[src/rtl/smu_uart_mmio.sv]
// Memory-mapped UART: TX FIFO feeding a serialiser, and a two-flop-synchronised
// receiver with a single holding register and sticky overrun/framing flags.
`timescale 1ns/1ps
module smu_uart_mmio #(
  parameter int CLOCK_FREQ = 125_000_000,
  parameter int BAUD_RATE  = 115_200,
  parameter int TX_DEPTH   = 8
) (
  input  logic        clk,
  input  logic        n_rst,
  input  logic        cs_n,
  input  logic        we,
  input  logic        re,
  input  logic [3:0]  addr,
  input  logic [31:0] wdata,
  input  logic [3:0]  byte_en,
  output logic [31:0] rdata,
  output logic        uart_txd,
  input  logic        uart_rxd
);
  localparam int DIV = CLOCK_FREQ / BAUD_RATE;
  localparam int CW  = $clog2(DIV + 1);
  localparam int AW  = $clog2(TX_DEPTH);
  localparam logic [CW-1:0] BIT_END  = CW'(DIV - 1);
  localparam logic [CW-1:0] HALF_END = CW'(DIV / 2 - 1);
  localparam logic [AW:0]   DEPTH_V  = (AW + 1)'(TX_DEPTH);

  typedef enum logic [1:0] {ST_IDLE, ST_START, ST_DATA, ST_STOP} uart_state_t;

  logic wr_tx, rd_rx, wr_clr;
  assign wr_tx  = !cs_n && we && (addr[3:2] == 2'd0) && byte_en[0];
  assign rd_rx  = !cs_n && re && (addr[3:2] == 2'd1);
  assign wr_clr = !cs_n && we && (addr[3:2] == 2'd3) && byte_en[0];

  logic unused_bus;
  assign unused_bus = ^{wdata[31:8], byte_en[3:1], addr[1:0]};

  // TX FIFO with one extra pointer bit to tell full from empty
  logic [7:0]  fifo_mem [TX_DEPTH];
  logic [AW:0] wr_ptr, rd_ptr, fill;
  logic        tx_empty, tx_full, tx_pop, push_ok;

  assign fill     = wr_ptr - rd_ptr;
  assign tx_empty = (fill == '0);
  assign tx_full  = (fill == DEPTH_V);
  assign push_ok  = wr_tx && (!tx_full || tx_pop);

  always_ff @(posedge clk or negedge n_rst) begin
    if (!n_rst) begin
      wr_ptr <= '0;
      rd_ptr <= '0;
    end else begin
      if (push_ok) wr_ptr <= wr_ptr + 1'b1;
      if (tx_pop)  rd_ptr <= rd_ptr + 1'b1;
    end
  end

  always_ff @(posedge clk) begin
    if (push_ok) fifo_mem[wr_ptr[AW-1:0]] <= wdata[7:0];
  end

  uart_state_t tx_state, tx_next;
  logic [CW-1:0] tx_cnt;
  logic [2:0]    tx_bit;
  logic [7:0]    tx_shift;
  logic          tx_bit_end, tx_busy;

  assign tx_bit_end = (tx_cnt == BIT_END);
  assign tx_busy    = (tx_state != ST_IDLE);

  always_comb begin
    tx_next = tx_state;
    tx_pop  = 1'b0;
    case (tx_state)
      ST_IDLE:  if (!tx_empty) begin tx_next = ST_START; tx_pop = 1'b1; end
      ST_START: if (tx_bit_end) tx_next = ST_DATA;
      ST_DATA:  if (tx_bit_end && tx_bit == 3'd7) tx_next = ST_STOP;
      ST_STOP:  if (tx_bit_end) begin
                  if (!tx_empty) begin tx_next = ST_START; tx_pop = 1'b1; end
                  else tx_next = ST_IDLE;
                end
      default:  tx_next = ST_IDLE;
    endcase
  end

  always_ff @(posedge clk or negedge n_rst) begin
    if (!n_rst) begin
      tx_state <= ST_IDLE;
      tx_cnt   <= '0;
      tx_bit   <= '0;
      tx_shift <= '0;
    end else begin
      tx_state <= tx_next;
      tx_cnt   <= (tx_state == ST_IDLE || tx_bit_end) ? '0 : tx_cnt + 1'b1;
      if (tx_state == ST_START) tx_bit <= '0;
      else if (tx_state == ST_DATA && tx_bit_end) tx_bit <= tx_bit + 1'b1;
      if (tx_pop) tx_shift <= fifo_mem[rd_ptr[AW-1:0]];
      else if (tx_state == ST_DATA && tx_bit_end) tx_shift <= {1'b0, tx_shift[7:1]};
    end
  end

  always_comb begin
    case (tx_state)
      ST_START: uart_txd = 1'b0;
      ST_DATA:  uart_txd = tx_shift[0];
      default:  uart_txd = 1'b1;
    endcase
  end

  // RX: START waits half a bit so every later tick lands mid-bit
  logic rxd_s1, rxd_s2, rxd_prev;
  uart_state_t rx_state, rx_next;
  logic [CW-1:0] rx_cnt;
  logic [2:0]    rx_bit;
  logic [7:0]    rx_shift, rx_data;
  logic          rx_tick, rx_load, rx_bad;
  logic          rx_valid, rx_overrun, rx_frame_err;

  assign rx_tick = (rx_state == ST_START) ? (rx_cnt == HALF_END) : (rx_cnt == BIT_END);

  always_comb begin
    rx_next = rx_state;
    rx_load = 1'b0;
    rx_bad  = 1'b0;
    case (rx_state)
      ST_IDLE:  if (rxd_prev && !rxd_s2) rx_next = ST_START;
      ST_START: if (rx_tick) rx_next = rxd_s2 ? ST_IDLE : ST_DATA;
      ST_DATA:  if (rx_tick && rx_bit == 3'd7) rx_next = ST_STOP;
      ST_STOP:  if (rx_tick) begin
                  rx_next = ST_IDLE;
                  rx_load = rxd_s2;
                  rx_bad  = !rxd_s2;
                end
      default:  rx_next = ST_IDLE;
    endcase
  end

  always_ff @(posedge clk or negedge n_rst) begin
    if (!n_rst) begin
      rxd_s1   <= 1'b1;
      rxd_s2   <= 1'b1;
      rxd_prev <= 1'b1;
      rx_state <= ST_IDLE;
      rx_cnt   <= '0;
      rx_bit   <= '0;
      rx_shift <= '0;
    end else begin
      rxd_s1   <= uart_rxd;
      rxd_s2   <= rxd_s1;
      rxd_prev <= rxd_s2;
      rx_state <= rx_next;
      rx_cnt   <= (rx_state == ST_IDLE || rx_tick) ? '0 : rx_cnt + 1'b1;
      if (rx_state == ST_START) rx_bit <= '0;
      else if (rx_state == ST_DATA && rx_tick) begin
        rx_bit   <= rx_bit + 1'b1;
        rx_shift <= {rxd_s2, rx_shift[7:1]};
      end
    end
  end

  // A byte landing in the same cycle as the RXDATA read is not an overrun
  always_ff @(posedge clk or negedge n_rst) begin
    if (!n_rst) begin
      rx_data      <= '0;
      rx_valid     <= 1'b0;
      rx_overrun   <= 1'b0;
      rx_frame_err <= 1'b0;
    end else begin
      if (rx_load) begin
        rx_data  <= rx_shift;
        rx_valid <= 1'b1;
      end else if (rd_rx) begin
        rx_valid <= 1'b0;
      end
      if (rx_load && rx_valid && !rd_rx) rx_overrun <= 1'b1;
      else if (wr_clr && wdata[4])       rx_overrun <= 1'b0;
      if (rx_bad)                        rx_frame_err <= 1'b1;
      else if (wr_clr && wdata[5])       rx_frame_err <= 1'b0;
    end
  end

  always_comb begin
    rdata = '0;
    if (!cs_n) begin
      case (addr[3:2])
        2'd1:    rdata = {23'd0, rx_valid, rx_data};
        2'd2:    rdata = {26'd0, rx_frame_err, rx_overrun, rx_valid, tx_busy, tx_full, tx_empty};
        default: rdata = '0;
      endcase
    end
  end
endmodule

[config.mk]
export PLATFORM = sky130hd
export DESIGN_NAME = smu_uart_mmio
export DESIGN_NICKNAME = d
export VERILOG_FILES = /design/src/rtl/smu_uart_mmio.sv
export SDC_FILE = /design/constraint.sdc
export NUM_CORES = 1
export LEC_CHECK = 0
export ABC_CLOCK_PERIOD_IN_PS = 4500
export CELL_PAD_IN_SITES_DETAIL_PLACEMENT = 0
export CELL_PAD_IN_SITES_GLOBAL_PLACEMENT = 1
export CORE_MARGIN = 5
export CORE_UTILIZATION = 48
export DETAILED_ROUTE_END_ITERATION = 6
export DONT_BUFFER_PORTS = 1
export GPL_TIMING_DRIVEN = 0
export PLACE_DENSITY = 0.71
export SYNTH_ARGS = -nofsm -noshare
export SYNTH_HDL_FRONTEND = slang
export SYNTH_SLANG_ARGS = --single-unit
export TNS_END_PERCENT = 50
[constraint.sdc]
create_clock -name clk -period 4.5 [get_ports clk]
set_input_delay 0.9 -clock clk [delete_from_list [all_inputs] [get_ports clk]]
set_output_delay 0.9 -clock clk [all_outputs]
set_load 0.02 [all_outputs]
Word-level counts from Yosys, hierarchy flattened --
Memory sizes are Yosys's and may differ from the RTL's. Cells that the tools add are included.
Storage, ports and cells: memories 1, word-level logic and storage cells 126, bits of input ports 46, register bits after elaboration 70, memory bits (writable) 64, latch bits 0, output and inout port bits 33, ROM bits 0
Memory list:
- fifo_mem | words 8, bits a word 8, read ports 1, clocked after Yosys merged registers in 0, wr ports 1, line 39 | logic [7:0] fifo_mem [TX_DEPTH];
Cells by class: multiplexer cells 39, shifts and indexed selects 0, bitwise gates (word level) 1, div/mod/pow operators 0, add/subtract/negate cells 7, $mul 0, magnitude comparators 0, reduce and logical (&&, ||, !) cells 38, eq/ne operators 23
Operator list (count):
- 11-bit by 1-bit adder with 11-bit output, second input constant | 2
- 11-bit equality test, second input constant | 2
- 11-bit two-way mux | 2
- 2-bit two-way mux | 9
- 9-bit case mux with 2 select lines | 1
- 1-bit logical AND | 17
- 1-bit two-way mux | 16
- 8-bit two-way mux | 2
- 2-bit inequality test, second input constant | 8
- 2-bit case mux with 4 select lines | 2
- 2-bit nonzero test | 7
- 2-bit equality test, second input constant | 6
- 3-bit two-way mux | 4
- 11-bit by 10-bit equality test with 1-bit output, second input constant | 1
- 9-bit two-way mux | 1
- 4-bit by 1-bit adder with 4-bit output, second input constant | 2
- 4-bit AND reduction | 2
- 3-bit by 1-bit adder with 3-bit output, second input constant | 2
- 2-bit by 1-bit equality test with 1-bit output, second input constant | 3
- 3-bit equality test, second input constant | 2
- 2-bit zero test | 3
- 4-bit equality test, second input constant | 1
- 1-bit zero test | 4
- 4-bit zero test | 1
- 5 further kinds | 8

Logic depth before layout (Yosys ltp) --
Gate-level depths: netlist of run 1.
depth after elaboration 9, depth in mapped cells 8, mapped depth without buffers 7

Worst setup path before layout of run 1 --
OpenSTA, ideal clock, no wires.
kind reg2out, start point reg rd_ptr[2], end point out rdata[1], data required time 3600 ps, arrival 2396 ps, cell stages (with the launch flop) 9, buffers on the path 1, path slack 1204 ps, cells stage by stage dfrtp_1 -> clkbuf_1 -> inv_1 -> ha_1 -> and3b_1 -> or3_4 -> and2_4 -> a2bb2oi_1 -> nor2_1
On the way: word-level cells in the longest chain between the ends 4
RTL lines:
- from (decl) | line 40 | logic [AW:0] wr_ptr, rd_ptr, fill;
- from (signal assigned) | line 54 | if (tx_pop) rd_ptr <= rd_ptr + 1'b1;
- 4-bit subtractor | line 43 | assign fill = wr_ptr - rd_ptr;
- 4-bit equality test | line 45 | assign tx_full = (fill == DEPTH_V);
- 9-bit case mux with 2 select lines | line 185 | case (addr[3:2])
- 9-bit two-way mux | line 184 | if (!cs_n) begin
- to (decl) | line 17 | output logic [31:0] rdata,
No other way between the ends.

Worst setup path in the final report of run 1 --
Same ends and word-level chain as after synthesis.

==> flow_summary.ini, run 1 <==
[status]
run_status = complete, no violations

[worst_hold_path]
hp-class = in2async

[finish]
drive_gt1_frac = 0.243
final_area_sq_um = 7100
area_growth_pct = 15.5
final_common_cell = dfrtp_1
final_cell_mix = 67 x dfrtp_1, 64 x edfxtp_1, 30 x buf_4
final_util = 0.565
fin_nets = 551
n_antenna_cell = 0

[timing]
skew_ns = 0.00852
max_slew_margin = 0.459
rsz0062_at_grt = no
fmax_mhz = 237
finalSetupViolCount = 0
setup_slack_ns = 0.287
finalHoldViolations = 0
period_minus_slack_ns = 4.21
drv_slew = 0
setup_tns_ns = 0
tightest_slew_ns = 0.804
period_share = 0.936

[power]
p_leak_uw = 0.00308
pwr-share-clk = 0.330
ir_drop_uv = 327
p_per_area_nw_per_um2 = 555
p_comb_frac = 0.282
total_power_uw = 3940
seqPwrFrac = 0.389
p_sw_uw = 1270
switching_share = 0.321
intPower_uw = 2670

[drt]
antenna_left = 0
drt_iter0_drc = 242
viasPerCell = 5.20
vias = 3483
routed_wl_um = 11200
first_pass_iters = 6
drc_errors = 0
wl_per_cell_um = 16.7

[placement]
numPortBuffers = 0
hpwl_um = 7790
gp_congestion = 0.754
pre_cts_ws_ns = 0.673
place_area_sq_um = 6540

[cts]
cts-root-buf = clkbuf_16
cts_buffers = 17
cts_tree = built
cts.repair.resized = 0
clk_latency_ns = 0.41
htree_levels = 4
clock_path_buffers = 2
clk_pin_slew_ns = 0.06
hold_buffers = 0
clkSinkCount = 134
cts_setup_buffers = 0

[critical_path]
r2r_slack_ns = 0.83
critPathKind = reg2out
path_max_fanout = 10
cp-end-kind = output pin
r2r-start = rd_ptr[2]$_DFFE_PN0N_
cp.required_ns = 3.60
ff2ff_path_depth = 9
r2r_end = fifo_mem[6][1]$_DFFE_PP_
setup.worst_path.start_class = flop
worstPathArrival_ns = 3.31

[logic_synthesis]
ys_seq_area_frac = 0.598
synth_flop_cell = dfrtp_1
synth.distinct_cells = 57
syn_area_sq_um = 6150
ys_ff_latch = 134
syn_avg_cell_area_sq_um = 14.1
ys_async_sr_fraction = 0.522
synth_edf_count = 64
synth_top_area_cell = edfxtp_1
yosysTopAreaCellShare = 0.313
yosys_warnings = 0
synth_area_leaders = edfxtp_1 31%, dfrtp_1 27%, mux4_2 5.9%, ha_1 4.1%, mux2i_1 4.1%
syn_inst = 437

[grt]
grt_max_degree = 71
grt_overflow = 0
grt_pass1_wl_um = 19000
grt.total_usage = 0.165
antenna_found_initial = 0
grt_pass1_vias = 3667

[die]
dieArea_sq_um = 15200
rows = 41
die_h_um = 123
start_util = 0.489
coreArea_sq_um = 12600
io_pins = 79
die_w_um = 123

[flow_run]
cap_violations = 0
==> registers in the layout, indices dropped and copies added (netlist names), 2 cells and up, named ones only <==
name and count:
rx_bit 3, rd_ptr 4, rx_data 8, tx_bit 3, wr_ptr 4, rx_cnt 11
tx_shift 8, tx_cnt 11, tx_state 2, rx_shift 8, fifo_mem 64
==> power by group through the flow <==
| stage | sequential [uW] | clock [uW] | combinational (uW) |
|---|---|---|---|
| after floorplan | 1520 | 0 | 901 |
| after global placement | 1550 | 0 | 1090 |
| after detailed placement | 1550 | 0 | 1120 |
| after CTS | 1530 | 1330 | 1120 |
| after global routing | 1550 | 1390 | 1240 |
| final | 1530 | 1300 | 1110 |
==> cells by family (layout without fill, tap and decap cells) <==
group / after synthesis / count (layout) / share of synthesized area
and+or+nand+nor: 106 / 106 / 0.0975
adders and majority gates: 20 / 20 / 0.0407
other: 1 / 23 / 0.000610
AOI/OAI and AO/OA: 36 / 36 / 0.0425
muxes: 60 / 60 / 0.135
DFF: 134 / 134 / 0.598
buffers and inverters: 53 / 92 / 0.0472
xor gates and xnor gates: 27 / 27 / 0.0385
==> per-layer routing <==
metal  vias to the layer above  GRT usage  wire [um]
li1                       1662          -          -
met2                        59      0.261       5390
met3                        14     0.0462        463
met4                         0     0.0595        134
met5                         -          0          0
met1                      1748      0.219       5170
==> final cells by class <==
cell class | count | area (sq um)
buffer | 34 | 219
clock buffer | 18 | 429
clock inverter | 14 | 129
fill | 1038 | 5470
inverter | 19 | 71.3
multi-input combinational | 272 | 2310
sequential | 134 | 3680
tap | 172 | 215
timing repair buffer | 7 | 52.6
==> metrics by stage <==
step / hold WS (ns) / cells
2_1_floorplan: 0.345 / 459
4_1_cts: 0.158 / 670
3_5_place_dp: 0.347 / 638
6_report: 0.187 / 670
3_3_place_gp: 0.345 / 631
5_1_grt: 0.155 / 670
==> worst max-delay path: stages, from the launching register on <==
cell and delay, ns:
dfrtp_1 0.51, clkbuf_1 0.50, inv_1 0.23, ha_1 0.38, and3b_1 0.20, or3_4 0.39
and2_4 0.19, a2bb2oi_1 0.14, nor2_1 0.37
==> worst max-delay path by stage <==
stage                     slack [ns]                        to             startpoint
after global placement         -0.06  fifo_mem[5][3]$_DFFE_PP_  rd_ptr[2]$_DFFE_PN0N_
after global routing            0.09                  rdata[1]  rd_ptr[2]$_DFFE_PN0N_
after detailed placement        0.67                  rdata[1]  rd_ptr[2]$_DFFE_PN0N_
after CTS                       0.21                  rdata[1]  rd_ptr[2]$_DFFE_PN0N_
final                           0.29                  rdata[1]  rd_ptr[2]$_DFFE_PN0N_
after floorplan                 1.20                  rdata[1]  rd_ptr[2]$_DFFE_PN0N_
==> synth_stat cells, drive strengths merged (3+ instances only) <==
| master | count |
|---|---|
| ha | 20 |
| nand4 | 6 |
| a22oi | 5 |
| nand3 | 17 |
| clkbuf | 5 |
| and2 | 4 |
| dfrtp | 67 |
| o21ai | 9 |
| edfxtp | 64 |
| buf | 29 |
| xor2 | 16 |
| and4 | 5 |
| mux2 | 19 |
| a21oi | 6 |
| nor4 | 9 |
| inv | 19 |
| and3 | 5 |
| a21o | 3 |
| dfstp | 3 |
| xnor2 | 11 |
| mux4 | 16 |
| mux2i | 25 |
| nand2 | 14 |
| nor2 | 30 |
No activity file was read; power rests on OpenSTA's default activity.
==> inputs of run 2 (changes only) <==
- CORE_MARGIN: 5 -> unset
==> flow_summary.ini, run 2 (same netlist as run 1, synthesis figures left out) <==
[placement]
numPortBuffers = 0
pre_cts_ws_ns = 0.616
place_area_sq_um = 6540
gp_congestion = 0.696
hpwl_um = 7520

[drt]
antenna_left = 0
viasPerCell = 5.23
wl_per_cell_um = 16.0
vias = 3480
first_pass_iters = 4
routed_wl_um = 10700
drt_iter0_drc = 171
drc_errors = 0

[timing]
skew_ns = 0.0120
fmax_mhz = 234
finalHoldViolations = 0
rsz0062_at_grt = no
setup_slack_ns = 0.226
setup_tns_ns = 0
drv_slew = 0
max_slew_margin = 0.477
finalSetupViolCount = 0
tightest_slew_ns = 0.778
period_minus_slack_ns = 4.27
period_share = 0.950

[critical_path]
path_max_fanout = 10
r2r-start = rd_ptr[2]$_DFFE_PN0N_
critPathMaxStageDelay_ns = 0.55
critPathCapture = rdata[1]
cp.required_ns = 3.60
critPathKind = reg2out
crit_family = simple AND/OR/NAND/NOR gates
cp_cell_sequence = clkbuf_1, inv_1, ha_1, and3b_1, or3_4, and2_4, a2bb2oi_1, nor2_1
setup.worst_path.start_class = flop
crit_path_start = rd_ptr[2]$_DFFE_PN0N_
r2r_end = fifo_mem[0][3]$_DFFE_PP_
cp.depth = 8
ff2ff_path_depth = 9
cp_num_buf_inv = 2
cp-end-kind = output pin
r2r_slack_ns = 0.75
slowest_stage = clkbuf_1
worstPathArrival_ns = 3.37

[grt]
antenna_found_initial = 0
grt_max_degree = 71
grt.total_usage = 0.184
grt_overflow = 0
grt_pass1_vias = 3519
grt_pass1_wl_um = 17900

[die]
die_h_um = 115
rows = 40
dieArea_sq_um = 13300
io_pins = 79
coreArea_sq_um = 12300
start_util = 0.501
die_w_um = 115

[finish]
final_common_cell = dfrtp_1
area_growth_pct = 16.5
n_antenna_cell = 0
final_cell_mix = 67 x dfrtp_1, 64 x edfxtp_1, 30 x buf_4
final_area_sq_um = 7160
drive_gt1_frac = 0.247
fin_nets = 551
largest_register_ff_count = 64

[power]
p_leak_uw = 0.00312
p_per_area_nw_per_um2 = 571
total_power_uw = 4090
ir_drop_uv = 430

[cts]
clkSinkCount = 134
clk_pin_slew_ns = 0.06
cts.repair.resized = 0
cts_buffers = 17
htree_levels = 4
cts-root-buf = clkbuf_16
clk_latency_ns = 0.41
clock_path_buffers = 2
cts_setup_buffers = 0
hold_buffers = 0
cts_tree = built

[flow_run]
cap_violations = 0

[status]
run_status = complete, no violations

[worst_hold_path]
hp-class = in2async
run 2: cell count changes in the layout (fill, tap and decap cells not counted), sizes merged:
| cell | delta |
|---|---|
| clkinv | -3 |
| inv | +1 |
| clkinvlp | -1 |
| bufinv | +3 |
run 2: per-layer routing:
layer	part of all wire	global-route usage	wire, um	up-vias
met5	0	0	0	-
met4	0.0074	0.0597	79	0
met3	0.050	0.0580	530	9
met2	0.49	0.288	5230	66
met1	0.45	0.244	4820	1742
li1	-	-	-	1663
run 2: cell type report:
type                            count  area, sq um
Buffer                             34          219
Fill cell                        1011         5100
Inverter                           19         71.3
Sequential cell                   134         3680
Tap cell                          168          210
Clock inverter                     14          198
Timing Repair Buffer                7         52.6
Clock buffer                       18          429
Multi-Input combinational cell    272         2310
run 2: how the worst min path moves through the flow:
stage,cells past startpoint,slack [ns],endpoint
floorplan,0,0.35,rxd_s2$_DFF_PN1_
global placement,0,0.35,rxd_s2$_DFF_PN1_
detailed placement,0,0.35,rxd_s2$_DFF_PN1_
CTS,0,0.16,wr_ptr[1]$_DFFE_PN0P_
global route,0,0.16,rx_data[5]$_DFFE_PN0P_
finish,0,0.19,wr_ptr[2]$_DFFE_PN0P_
run 2: worst reg2reg max path, cell delays in order, from the launching register on:
cell      delay, ns
dfrtp_1        0.53
clkbuf_1       0.55
inv_1          0.25
ha_1           0.38
and3b_1        0.20
o21ai_0        0.26
and2_4         0.24
o31ai_4        0.16
nor4_2         0.62
buf_4          0.28
run 2: stage by stage:
| stage | instances | hold slack [ns] | utilization |
|---|---|---|---|
| after floorplan | 459 | 0.345 | - |
| after global placement | 627 | 0.346 | 0.525 |
| after detailed placement | 634 | 0.347 | 0.533 |
| after CTS | 666 | 0.163 | 0.584 |
| after global routing | 666 | 0.156 | 0.584 |
| final | 666 | 0.186 | 0.584 |
run 2: power breakdown:
| group | switching [uW] | total, uW | internal (uW) |
|---|---|---|---|
| clock | 507 | 1440 | 933 |
| sequential | 116 | 1530 | 1410 |
| combinational | 624 | 1120 | 494 |
| total | 1250 | 4090 | 2840 |
==> inputs of run 3 (changes only) <==
- ABC_CLOCK_PERIOD_IN_PS: 4500 -> 4400
- CTS_BUF_LIST: unset -> sky130_fd_sc_hd__clkbuf_4 sky130_fd_sc_hd__clkbuf_8
- HOLD_SLACK_MARGIN: unset -> 0.03
- clock period: 4.5 -> 4.4 ns (I/O delays scaled with it)
==> flow_summary.ini, run 3 (same netlist as run 1, synthesis figures left out) <==
[flow_run]
cap_violations = 0

[timing]
finalSetupViolCount = 0
finalHoldViolations = 0
rsz0062_at_grt = no
fmax_mhz = 249
period_share = 0.912
period_minus_slack_ns = 4.01
drv_slew = 0
skew_ns = 0.0122
tightest_slew_ns = 0.731
max_slew_margin = 0.509
setup_slack_ns = 0.386

[critical_path]
setup.worst_path.start_class = flop
critPathKind = reg2out
path_max_fanout = 15
worstPathArrival_ns = 3.13
cp-end-kind = output pin
cp.required_ns = 3.52
r2r_slack_ns = 0.95

[cts]
hold_buffers = 0
cts.repair.resized = 0
clk_pin_slew_ns = 0.08
cts_buffers = 17
clock_path_buffers = 2
clk_latency_ns = 0.44
cts_setup_buffers = 0
htree_levels = 4
cts-root-buf = clkbuf_8
cts_tree = built
clkSinkCount = 134

[status]
run_status = complete, no violations

[drt]
drc_errors = 0
antenna_left = 0
first_pass_iters = 4
vias = 3461
wl_met1_um = 4830
highest_layer = met4
dr_wl_met2_um = 5130
wl_met3_um = 432
routed_wl_um = 10500
wl_per_cell_um = 15.8
drt_iter0_drc = 121
viasPerCell = 5.20

[grt]
grt_pass1_vias = 3516
grt_pass1_wl_um = 17500
grt_overflow = 0
grt.total_usage = 0.181
antenna_found_initial = 0
grt_max_degree = 71

[die]
die_w_um = 115
io_pins = 79
rows = 40
coreArea_sq_um = 12300
start_util = 0.501
die_h_um = 115
dieArea_sq_um = 13300

[placement]
gp_congestion = 0.696
pre_cts_ws_ns = 0.536
hpwl_um = 7520
numPortBuffers = 0

[finish]
final_cell_mix = 67 x dfrtp_1, 64 x edfxtp_1, 30 x buf_4
fin_nets = 550
final_common_cell = dfrtp_1
largest_register_ff_count = 64
seqCellArea_sq_um = 3680
multi_input_area_sq_um = 2310
n_antenna_cell = 0
drive_gt1_frac = 0.249
area_growth_pct = 13.4
fill_cells = 1047

[power]
p_per_area_nw_per_um2 = 546
total_power_uw = 3810
p_leak_uw = 0.00303
ir_drop_uv = 388

[worst_hold_path]
hp-class = in2async
[run 3: cell types whose count changed in the layout (fill, tap and decap cells not counted)]
cell       change
clkbuf_1       -2
clkbuf_4       +1
clkbuf_16     -17
clkbuf_8      +17
[run 3: final cells by class]
cell class,count,area share
buffer,33,0.0309
clock buffer,18,0.0346
clock inverter,14,0.0284
inverter,19,0.0102
multi-input combinational,272,0.331
sequential,134,0.527
tap,168,0.0302
timing repair buffer,7,0.00754
[run 3: report_power, final]
group          switching, uW  internal (uW)  leakage [uW]
logic                    617            504       0.00132
registers                134           1440       0.00150
clock network            479            630      0.000218
[run 3: critical path, cell delays in order (launching register included)]
cell and delay, ns:
dfrtp_1 0.79, inv_1 0.26, ha_1 0.38, and3b_1 0.20, or3_4 0.39, and2_4 0.19, a2bb2oi_1 0.16, nor2_1 0.32
[run 3: routing by layer]
| metal | track usage | vias up |
|---|---|---|
| met5 | 0 | - |
| met4 | 0.0727 | 0 |
| met3 | 0.0517 | 11 |
| met2 | 0.286 | 57 |
| met1 | 0.235 | 1738 |
| li1 | - | 1655 |
[run 3: worst paths after layout]
check	start	endpoint	cells past startpoint
min in group clk	rxd_s1$_DFF_PN1_	rxd_s2$_DFF_PN1_	0
hold / removal	n_rst	tx_bit[0]$_DFFE_PN0P_	0
setup reg to reg	rd_ptr[2]$_DFFE_PN0N_	fifo_mem[6][3]$_DFFE_PP_	8
setup / recovery	rd_ptr[2]$_DFFE_PN0N_	rdata[1]	7
hold reg to reg	rxd_s1$_DFF_PN1_	rxd_s2$_DFF_PN1_	0
max in group asynchronous	n_rst	rxd_s1$_DFF_PN1_	0
[run 3: metrics by stage]
step	instance area (sq um)	cells	TNS [ns]	utilization	hold slack (ns)
2_1_floorplan	6230	459	0	-	0.345
3_3_place_gp	6440	627	-3.97	0.525	0.346
3_5_place_dp	6540	634	0	0.533	0.347
4_1_cts	6970	665	0	0.569	0.0909
5_1_grt	6970	665	0	0.569	0.0910
6_report	6970	665	0	0.569	0.133
==> patch (config.mk and constraints of run 1) <==
Put a register stage on the output `rdata`. The value now appears one clock later. The other outputs are not delayed to match.
--- a/src/rtl/smu_uart_mmio.sv
+++ b/src/rtl/smu_uart_mmio.sv
@@ -27,4 +27,6 @@
 
   typedef enum logic [1:0] {ST_IDLE, ST_START, ST_DATA, ST_STOP} uart_state_t;
+
+  logic [31:0] rdata_d;
 
   logic wr_tx, rd_rx, wr_clr;
@@ -181,13 +183,17 @@
 
   always_comb begin
-    rdata = '0;
+    rdata_d = '0;
     if (!cs_n) begin
       case (addr[3:2])
-        2'd1:    rdata = {23'd0, rx_valid, rx_data};
-        2'd2:    rdata = {26'd0, rx_frame_err, rx_overrun, rx_valid, tx_busy, tx_full, tx_empty};
-        default: rdata = '0;
+        2'd1:    rdata_d = {23'd0, rx_valid, rx_data};
+        2'd2:    rdata_d = {26'd0, rx_frame_err, rx_overrun, rx_valid, tx_busy, tx_full, tx_empty};
+        default: rdata_d = '0;
       endcase
     end
   end
+  always_ff @(posedge clk) begin
+    rdata <= rdata_d;
+  end
+
 endmodule
 
Formal check against the unedited RTL: not equivalent (a bounded check fails within 4 cycles, from zero or initial values and one cycle with n_rst low).
==> patch against run 1 <==
Clock skew rose by 0.0029 ns; total power rose by 2.4%; non-clock buffer count is 2 lower; via count grew 4.8%; sequential cell count grew 9; design area grew 3.4%; critical endpoint is now fifo_mem[3][0]; critical path type is now flip-flop to flip-flop; count of clock-buffer cells in the layout unchanged; first-iteration DRC count is 12% lower; setup slack improved by 0.26 ns; synthesized area increased by 4.5%; wire length increased by 5.5%; critical path depth increased by 1; combinational power decreased by 5%.
==> patch: results (changes against run 1) <==
| Metric | Value |
|---|---|
| Ratio of routed vias to standard cells | `5.24 (+0.76%)` |
| Area after DPL | `6750 sq um (+3.2%)` |
| Portion of the post-synthesis area used by sequential elements | `60.0% (+0.21 points)` |
| Endpoint of the worst register-to-register path | `fifo_mem[3][0]` |
| Worst slack on hold paths | `0.171 ns (-0.0158 ns)` |
| R2R Setup Slk | `0.55 ns (-0.28 ns)` |
| Htree depth | `4 (unchanged)` |
| Slowest library cell on the worst path | `sky130_fd_sc_hd__nor3b_2` |
| Result of the run | `finished, final reports clean` |
| Synth async-reset ratio | `49.0% (-3.3 points)` |
| Sum of net half-perimeters after detailed placement | `7910 um (+1.6%)` |
| Area fraction in compound gates after synthesis | `5.74% (+1.5 points)` |
| LEAKAGE | `3.08 nW (about the same)` |
| Routed wire per std cell | `16.9 um (+1.4%)` |
| Top post-synthesis cells by count | `sky130_fd_sc_hd__dfrtp_1 (67), sky130_fd_sc_hd__edfxtp_1 (64), sky130_fd_sc_hd__nor2_1 (34)` |
| Worst EP arrival | `4.00 ns (+0.69 ns)` |
| Weighted congestion at the end of routability-driven global placement | `0.814 (+8.0%)` |
| Crit Path Class | `flip-flop to flip-flop` |
| # fillers | `1077 (+3.8%)` |
| Reg2Reg Launch Point | `rd_ptr[1]` |
| Post-synthesis adder-cell area fraction | `3.89% (-0.18 points)` |
| Share of final-layout standard cells stronger than drive strength 1 | `22.1% (-2.2 points)` |
| Global-route wire length before repair | `19800 um (+4.3%)` |
| Unique cell type count in the Yosys netlist | `67 (+18%)` |
| Post-synthesis share of cell area spent on xor and xnor gates | `4.03% (+0.18 points)` |
| Synth area leaders | `sky130_fd_sc_hd__edfxtp_1 (30%), sky130_fd_sc_hd__dfrtp_1 (26%), sky130_fd_sc_hd__mux4_2 (5.6%)` |
| Detailed-routing iteration count for the pre-antenna-repair pass | `4 (-2)` |
| Max-slew headroom at the worst pin | `36.3% (-9.6 points)` |
| Net count reported at finish | `574 (+4.2%)` |
| First-iteration detailed-routing DRC count | `212 (-12%)` |
| Delay of the slowest cell on the worst path | `0.80 ns (+0.29 ns)` |
| Combined global-route utilization of all metal layers | `16.1% (-0.41 points)` |
| Maximum clock skew at final layout | `0.0114 ns (+0.00292 ns)` |
| Maximum ir drop on the vdd rail | `0.306 mV (-6.3%)` |
| Vias in the first global route | `3787 (+3.3%)` |
-- patch: metrics by stage --
stage	setup WS, ns	instances	setup TNS, ns	total power [W]
3_5_place_dp	0.0791	665	0	0.00270
5_1_grt	0.287	697	0	0.00427
3_3_place_gp	-0.137	664	-1.09	0.00266
2_1_floorplan	1.15	488	0	0.00246
6_report	0.545	697	0	0.00403
4_1_cts	0.0997	697	0	0.00407
-- patch: worst min path at each step --
stage	startpoint	to	cells past startpoint
detailed placement	rxd_s1	rxd_s2	0
global route	n_rst	rx_cnt[3]	0
floorplan	rxd_s1	rxd_s2	0
CTS	n_rst	tx_bit[0]	0
finish	n_rst	tx_cnt[4]	0
global placement	rxd_s1	rxd_s2	0
-- patch: critical path, delay by kind of cell, from the launching register on --
kind | cells | cell delay (ns)
AO/OA/AOI/OAI | 1 | 0.27
buffers and inverters | 3 | 1.16
adder cells (fa/ha/maj) | 1 | 0.32
AND/OR/NAND/NOR | 4 | 1.48
flip-flops | 1 | 0.34
-- patch: layout make-up --
class,count,area (sq um),area share (%)
Tap cell,176,220,3.00
Sequential cell,143,3860,52.6
Inverter,17,63.8,0.869
Buffer,38,243,3.31
Multi-Input combinational cell,290,2370,32.3
Timing Repair Buffer,1,7.51,0.102
Clock inverter,14,148,2.01
Clock buffer,18,429,5.85
-- patch: per-layer routing --
layer	vias up	wire length [um]	GRT usage, %	share of wire [%]
li1	1749	-	-	-
met1	1792	5040	20.7	43
met2	94	5580	24.8	47
met3	16	974	6.10	8.3
met4	0	178	6.51	1.5
met5	-	0	0	0
-- patch: power breakdown --
group	leakage (nW)	internal (W)	switching (W)	total (W)
Clock	0.274	0.000781	0.000585	0.00137
Sequential	1.57	0.00150	0.000118	0.00161
Combinational	1.24	0.000470	0.000583	0.00105
Total	3.08	0.00275	0.00129	0.00403
